### config.mk
export PLATFORM = sky130hd
export DESIGN_NAME = prefetch_queue_flat
export DESIGN_NICKNAME = d
export VERILOG_FILES = /design/src/rtl/prefetch_queue_if.sv /design/src/rtl/prefetch_queue.sv /design/src/flat_wrapper.sv
export SDC_FILE = /design/constraint.sdc
export NUM_CORES = 1
export LEC_CHECK = 0
export CAP_MARGIN = 25
export CORE_MARGIN = 5
export CORE_UTILIZATION = 45
export DETAILED_ROUTE_END_ITERATION = 12
export DONT_BUFFER_PORTS = 1
export GPL_ROUTABILITY_DRIVEN = 0
export PLACE_DENSITY = 0.58
export SETUP_SLACK_MARGIN = 0.1
export SYNTH_ARGS = -nofsm -noshare
export SYNTH_HDL_FRONTEND = slang
export SYNTH_SLANG_ARGS = --single-unit
### constraint.sdc
create_clock -name clk -period 3.6 [get_ports clk]
set_clock_uncertainty 0.1 [all_clocks]
set_input_delay 0.72 -clock clk [delete_from_list [all_inputs] [get_ports clk]]
set_output_delay 0.72 -clock clk [all_outputs]
set_load 0.01 [all_outputs]
### src/rtl/prefetch_queue_if.sv
// Fetch-side bundle of the prefetch queue: ROM port,
// flush/redirect, decoder-side byte handshake and fill level.
interface prefetch_queue_if;
    logic        rom_en;
    logic [19:0] rom_addr;
    logic [7:0]  rom_data;
    logic        flush;
    logic [15:0] flush_cs;
    logic [15:0] flush_ip;
    logic        out_valid;
    logic [7:0]  out_data;
    logic [15:0] out_ip;
    logic        out_ready;
    logic [3:0]  level;

    modport master (
        output rom_en, rom_addr,
        output out_valid, out_data, out_ip, level,
        input  rom_data, flush, flush_cs, flush_ip,
        input  out_ready
    );

    modport slave (
        input  rom_en, rom_addr,
        input  out_valid, out_data, out_ip, level,
        output rom_data, flush, flush_cs, flush_ip,
        output out_ready
    );
endinterface

### src/rtl/prefetch_queue.sv
// Instruction prefetch queue: fetches bytes at CS:IP from a
// synchronous ROM and hands them to the decoder in order.
module prefetch_queue #(
    parameter int          DEPTH    = 6,
    parameter logic [15:0] RESET_CS = 16'h0000,
    parameter logic [15:0] RESET_IP = 16'h0000
) (
    input logic             clk,
    input logic             rst,
    prefetch_queue_if.master bus
);
    localparam int PW = (DEPTH > 2) ? $clog2(DEPTH) : 1;
    localparam logic [PW-1:0] LAST = PW'(DEPTH - 1);
    localparam logic [3:0]    FULL = 4'(DEPTH);

    typedef struct packed {
        logic [7:0]  data;
        logic [15:0] ip;
    } entry_t;

    logic [15:0]   cs;
    logic [15:0]   fetch_ip;
    logic [15:0]   pending_ip;
    logic          pending;
    entry_t        q [DEPTH];
    logic [PW-1:0] rd_ptr;
    logic [PW-1:0] wr_ptr;
    logic [3:0]    count;
    logic          issue;
    logic          push;
    logic          pop;

    function automatic logic [PW-1:0] bump(input logic [PW-1:0] p);
        return (p == LAST) ? '0 : p + PW'(1);
    endfunction

    // In-flight read reserves a slot, so the queue can never overflow.
    assign issue = rst && !bus.flush &&
                   (({1'b0, count} + {4'b0, pending}) < {1'b0, FULL});
    assign push  = pending && !bus.flush;
    assign pop   = bus.out_valid && bus.out_ready;

    assign bus.rom_en    = issue;
    assign bus.rom_addr  = {cs, 4'b0} + {4'b0, fetch_ip};
    assign bus.out_valid = (count != 4'd0) && !bus.flush;
    assign bus.out_data  = q[rd_ptr].data;
    assign bus.out_ip    = q[rd_ptr].ip;
    assign bus.level     = count;

    always_ff @(posedge clk or negedge rst) begin
        if (!rst) begin
            cs         <= RESET_CS;
            fetch_ip   <= RESET_IP;
            pending    <= 1'b0;
            pending_ip <= 16'h0000;
            rd_ptr     <= '0;
            wr_ptr     <= '0;
            count      <= 4'd0;
            for (int i = 0; i < DEPTH; i++) begin
                q[i] <= '0;
            end
        end else if (bus.flush) begin
            cs       <= bus.flush_cs;
            fetch_ip <= bus.flush_ip;
            pending  <= 1'b0;
            rd_ptr   <= '0;
            wr_ptr   <= '0;
            count    <= 4'd0;
        end else begin
            pending <= issue;
            if (issue) begin
                fetch_ip   <= fetch_ip + 16'd1;
                pending_ip <= fetch_ip;
            end
            if (push) begin
                q[wr_ptr] <= '{data: bus.rom_data, ip: pending_ip};
                wr_ptr    <= bump(wr_ptr);
            end
            if (pop) begin
                rd_ptr <= bump(rd_ptr);
            end
            unique case ({push, pop})
                2'b10:   count <= count + 4'd1;
                2'b01:   count <= count - 4'd1;
                default: count <= count;
            endcase
        end
    end

    no_overflow: assert property (
        @(posedge clk) disable iff (!rst)
        !(push && count == FULL)
    );
endmodule

### src/flat_wrapper.sv
// flat-port wrapper written by rule: the top's interface ports become plain ports
module prefetch_queue_flat 
#(
    parameter int          DEPTH    = 6,
    parameter logic [15:0] RESET_CS = 16'h0000,
    parameter logic [15:0] RESET_IP = 16'h0000
)
  (clk, rst, bus_rom_en, bus_rom_addr, bus_out_valid, bus_out_data, bus_out_ip, bus_level, bus_rom_data, bus_flush, bus_flush_cs, bus_flush_ip, bus_out_ready);
  prefetch_queue_if bus_i ();
  input logic clk;
  input logic rst;
  output wire logic [$bits(bus_i.rom_en)-1:0] bus_rom_en;
  output wire logic [$bits(bus_i.rom_addr)-1:0] bus_rom_addr;
  output wire logic [$bits(bus_i.out_valid)-1:0] bus_out_valid;
  output wire logic [$bits(bus_i.out_data)-1:0] bus_out_data;
  output wire logic [$bits(bus_i.out_ip)-1:0] bus_out_ip;
  output wire logic [$bits(bus_i.level)-1:0] bus_level;
  input wire logic [$bits(bus_i.rom_data)-1:0] bus_rom_data;
  input wire logic [$bits(bus_i.flush)-1:0] bus_flush;
  input wire logic [$bits(bus_i.flush_cs)-1:0] bus_flush_cs;
  input wire logic [$bits(bus_i.flush_ip)-1:0] bus_flush_ip;
  input wire logic [$bits(bus_i.out_ready)-1:0] bus_out_ready;
  assign bus_rom_en = bus_i.rom_en;
  assign bus_rom_addr = bus_i.rom_addr;
  assign bus_out_valid = bus_i.out_valid;
  assign bus_out_data = bus_i.out_data;
  assign bus_out_ip = bus_i.out_ip;
  assign bus_level = bus_i.level;
  assign bus_i.rom_data = bus_rom_data;
  assign bus_i.flush = bus_flush;
  assign bus_i.flush_cs = bus_flush_cs;
  assign bus_i.flush_ip = bus_flush_ip;
  assign bus_i.out_ready = bus_out_ready;
  prefetch_queue #(.DEPTH(DEPTH), .RESET_CS(RESET_CS), .RESET_IP(RESET_IP)) u_core (.clk(clk), .rst(rst), .bus(bus_i));
endmodule
==> flow_summary_export.csv <==
group,metric,value,unit
sta,slew-limit-headroom,43.17,%
placed_design,portBuffers,0,
sta,setup_viol,0,
final_layout,register_area,5082,um^2
clocking,clk_latency,0.51,ns
synth,synth_mux_area_share,26.14,%
synth,yosys-top-cells-area,"dfrtp_1 (51%), mux2_2 (18%), mux4_2 (5.2%)",
global_route,grt_pass1_vias,6887,
die,rows,54,
worst_setup_path,crit_buf_inv,0,
synth,avgSynthCellArea,12.36,um^2
die,pin_count,94,
clocking,clk_pin_slew,0.06,ns
sta,drv_slew,0,
worst_setup_path,criticalPathCategory,"reg2out",
clocking,numCtsBuffers,24,
synth,synthSimpleGateAreaFrac,8.105,%
synth,async_reset_ff_share,100.0,%
synth,synth_top_family_by_area,"multiplexers",
power_and_ir_drop,p_leak,0.005133,uW
global_route,antenna_found_initial,0,
final_layout,syn_to_final_growth,12.41,%
clocking,cts_tree,"yes",
final_layout,diodes,0,
worst_setup_path,crit_required,2.78,ns
routing,num_vias,6416,
status,violations,"negative hold slack",
sta,worst_pin_slew,0.8504,ns
sta,rsz0062_at_grt,"true",
synth,synth_compound_area_share,7.691,%
die,dieArea,25280,um^2
clocking,clock_path_buffers,3,
die,die_x,159.0,um
clocking,cts_root_buf,"clkbuf_16",
synth,ys_types,58,
sta,period_share,94.02,%
sta,hold_ws,-0.1888,ns
flow_run,maxCapViolCount,0,
synth,synth_area_leader_cell,"dfrtp_1",
routing,viasPerCell,5.785,
worst_setup_path,startpoint_type,"flip-flop",
routing,drc_errors,0,
synth,synth_fa_ha_area_share,2.205,%
die,core_region_area,21820,um^2
worst_setup_path,critPathCaptureType,"primary output",
worst_setup_path,rrSetupSlack,0.78,ns
worst_setup_path,cpLargestDelayFamily,"adder cells",
sta,worst_slack,0.2154,ns
synth,netlist_area,9988,um^2
worst_setup_path,slowest_delay,0.45,ns
global_route,grt_max_degree,205,
synth,yosys-top-cells-count,"dfrtp_1 (203), mux2_2 (161), nand2_1 (74)",
synth,ys.flop_type,"dfrtp_1",
power_and_ir_drop,irDropWorstVdd,311.7,uV
clocking,ctsHtreeMaxLevel,1,
min_path,min_path_type,"in2async",
synth,ys_warn_count,0,
global_route,grt_pass1_wl,37180,um
synth,syn_inst,808,
sta,max_freq,295.5,MHz
sta,period_minus_slack,3.385,ns
worst_setup_path,crit_chain,"ha_1 -> fa_2 -> a211oi_2 -> nor2_2 -> o2111ai_2 -> nand2_1 -> xnor2_2",
worst_setup_path,rr_startpoint,"u_core.bus.level[1]$_DFFE_PN0P_",
power_and_ir_drop,powerDensity,594.7,nW/um^2
routing,drtAntennaViolNets,0,
worst_setup_path,startpoint,"u_core.fetch_ip[4]$_DFFE_PN0P_",
status,outcome,"finished, violations left",
global_route,grtUsageTotal,17.43,%
final_layout,num-fill-cells,1853,
die,start_util,45.77,%
synth,syn-num-nets,869,
worst_setup_path,path_max_fanout,7,
power_and_ir_drop,finalPower,6677,uW
sta,hold_viol,203,
worst_setup_path,crit_cells,7,
final_layout,layout-drive-gt1-share,33.29,%
worst_setup_path,critical_path_arrival,2.56,ns
worst_setup_path,cp_slowest_cell,"dfrtp_2",
worst_setup_path,r2r_cells,7,
clocking,post_cts_buffers,0,
clocking,cts.sinks,203,
synth,synth_xor_area_share,1.403,%
synth,yosysSeqAreaShare,50.86,%
placed_design,dp_hpwl,13900,um
sta,finalSetupTns,0,ns
worst_setup_path,regToRegEndpoint,"u_core.bus.level[3]$_DFFE_PN0P_",
die,fp.dieH,159.0,um
placed_design,dp.cells,1065,
placed_design,pre_cts_slack,0.5667,ns
synth,yosys.area.top_type_share,50.86,%
final_layout,final_cell_count_no_fill,1109,
final_layout,multi_input_area,4614,um^2
synth,ys_ff_latch,203,
global_route,overflow,0,
routing,dr.pass1.iters,5,
routing,wl_per_cell,20.05,um
synth,synth_edf_count,0,
worst_setup_path,cp-endpoint,"bus_rom_addr[14]",
final_layout,fin_nets,872,
routing,drt-initial-drc-count,406,
routing,wirelength,22240,um
synth,synthMostInstantiatedCell,"dfrtp_1",
final_layout,post-route-util,51.45,%
==> sequential cells by signal, summed over array words and instances, names as in the netlist <==
name	count
u_core.pending	1
u_core.bus.level	4
u_core.fetch_ip	16
u_core.rd_ptr	3
u_core.q	144
u_core.wr_ptr	3
u_core.cs	16
u_core.pending_ip	16
==> cell type report <==
type | instances | area share, %
Clock inverter | 15 | 1.783
Multi-Input combinational cell | 524 | 41.10
Timing Repair Buffer | 24 | 1.716
Sequential cell | 203 | 45.26
Tap cell | 280 | 3.120
Inverter | 34 | 1.137
Clock buffer | 29 | 5.884
==> layout by cell type, fill, tap and decap left out, types with 3 or more instances in the layout <==
cell type   count
dfrtp_1       201
mux2_2        161
nand2_1        74
inv_1          33
mux2i_1        28
nor2_1         27
clkbuf_16      25
o22ai_1        23
mux4_2         23
o21ai_0        23
buf_4          23
nand3_1        17
ha_1           16
a221o_1        12
a21oi_1        11
xnor2_1        10
nor3_1          9
nor4_1          7
nand4_1         7
a21o_1          6
xor2_1          5
a21bo_2         5
nor3b_1         5
or2_2           4
a22o_1          4
clkinv_2        4
bufinv_16       4
and3_1          3
nand2b_1        3
nor2b_1         3
a31oi_1         3
clkinvlp_4      3
==> worst min path at each step <==
stage	start	end	slack, ns
floorplan	rst	u_core.bus.level[0]$_DFFE_PN0P_	0.32
CTS	rst	u_core.q[122]$_DFFE_PN0P_	-0.21
global route	rst	u_core.q[43]$_DFFE_PN0P_	-0.21
global placement	rst	u_core.q[19]$_DFFE_PN0P_	0.33
finish	rst	u_core.q[42]$_DFFE_PN0P_	-0.19
detailed placement	rst	u_core.q[43]$_DFFE_PN0P_	0.33
==> stage by stage <==
stage | hold WS, ns | area (um^2)
final | -0.1888 | 11230
after global routing | -0.2085 | 11230
after CTS | -0.2071 | 11190
after detailed placement | 0.3315 | 10320
after global placement | 0.3329 | 10320
after floorplan | 0.3244 | 9988
==> where the power goes <==
part,total [uW],internal [uW],switching [uW]
registers,2850,2580,263
logic,1260,649,608
clock network,2570,1610,967
==> worst reg2reg max path: stages (launching register included) <==
cell and delay [ns]:
dfrtp_1 0.60, nor4_1 0.16, nor4b_1 0.65, ha_1 0.41
a31oi_1 0.24, mux2i_1 0.12, a41oi_1 0.23, o311ai_0 0.16
==> layer usage <==
metal	GRT usage (%)	routed length, um	vias to the layer above
li1	-	-	2954
met1	23.80	9859	3289
met2	28.53	10660	143
met3	4.452	1367	30
met4	3.451	351	0
met5	0	0	-
==> cells by family (layout without fill, tap and decap cells) <==
| family | Yosys count | count (layout) |
|---|---|---|
| multiplexers | 212 | 212 |
| flip-flops | 203 | 203 |
| AND/OR/NAND/NOR | 170 | 170 |
| AO/OA/AOI/OAI | 109 | 109 |
| buffers and inverters | 81 | 102 |
| adder cells (fa/ha/maj) | 17 | 17 |
| XOR/XNOR | 16 | 16 |
==> repair_timing <==
action / CTS / global route
setup endpoints to repair: 6 / 7
gates resized for setup: 2 / 10
endpoints found under the hold margin: 203 / 203
pin swaps: 0 / 2
Power figures use the tool's default switching activity.
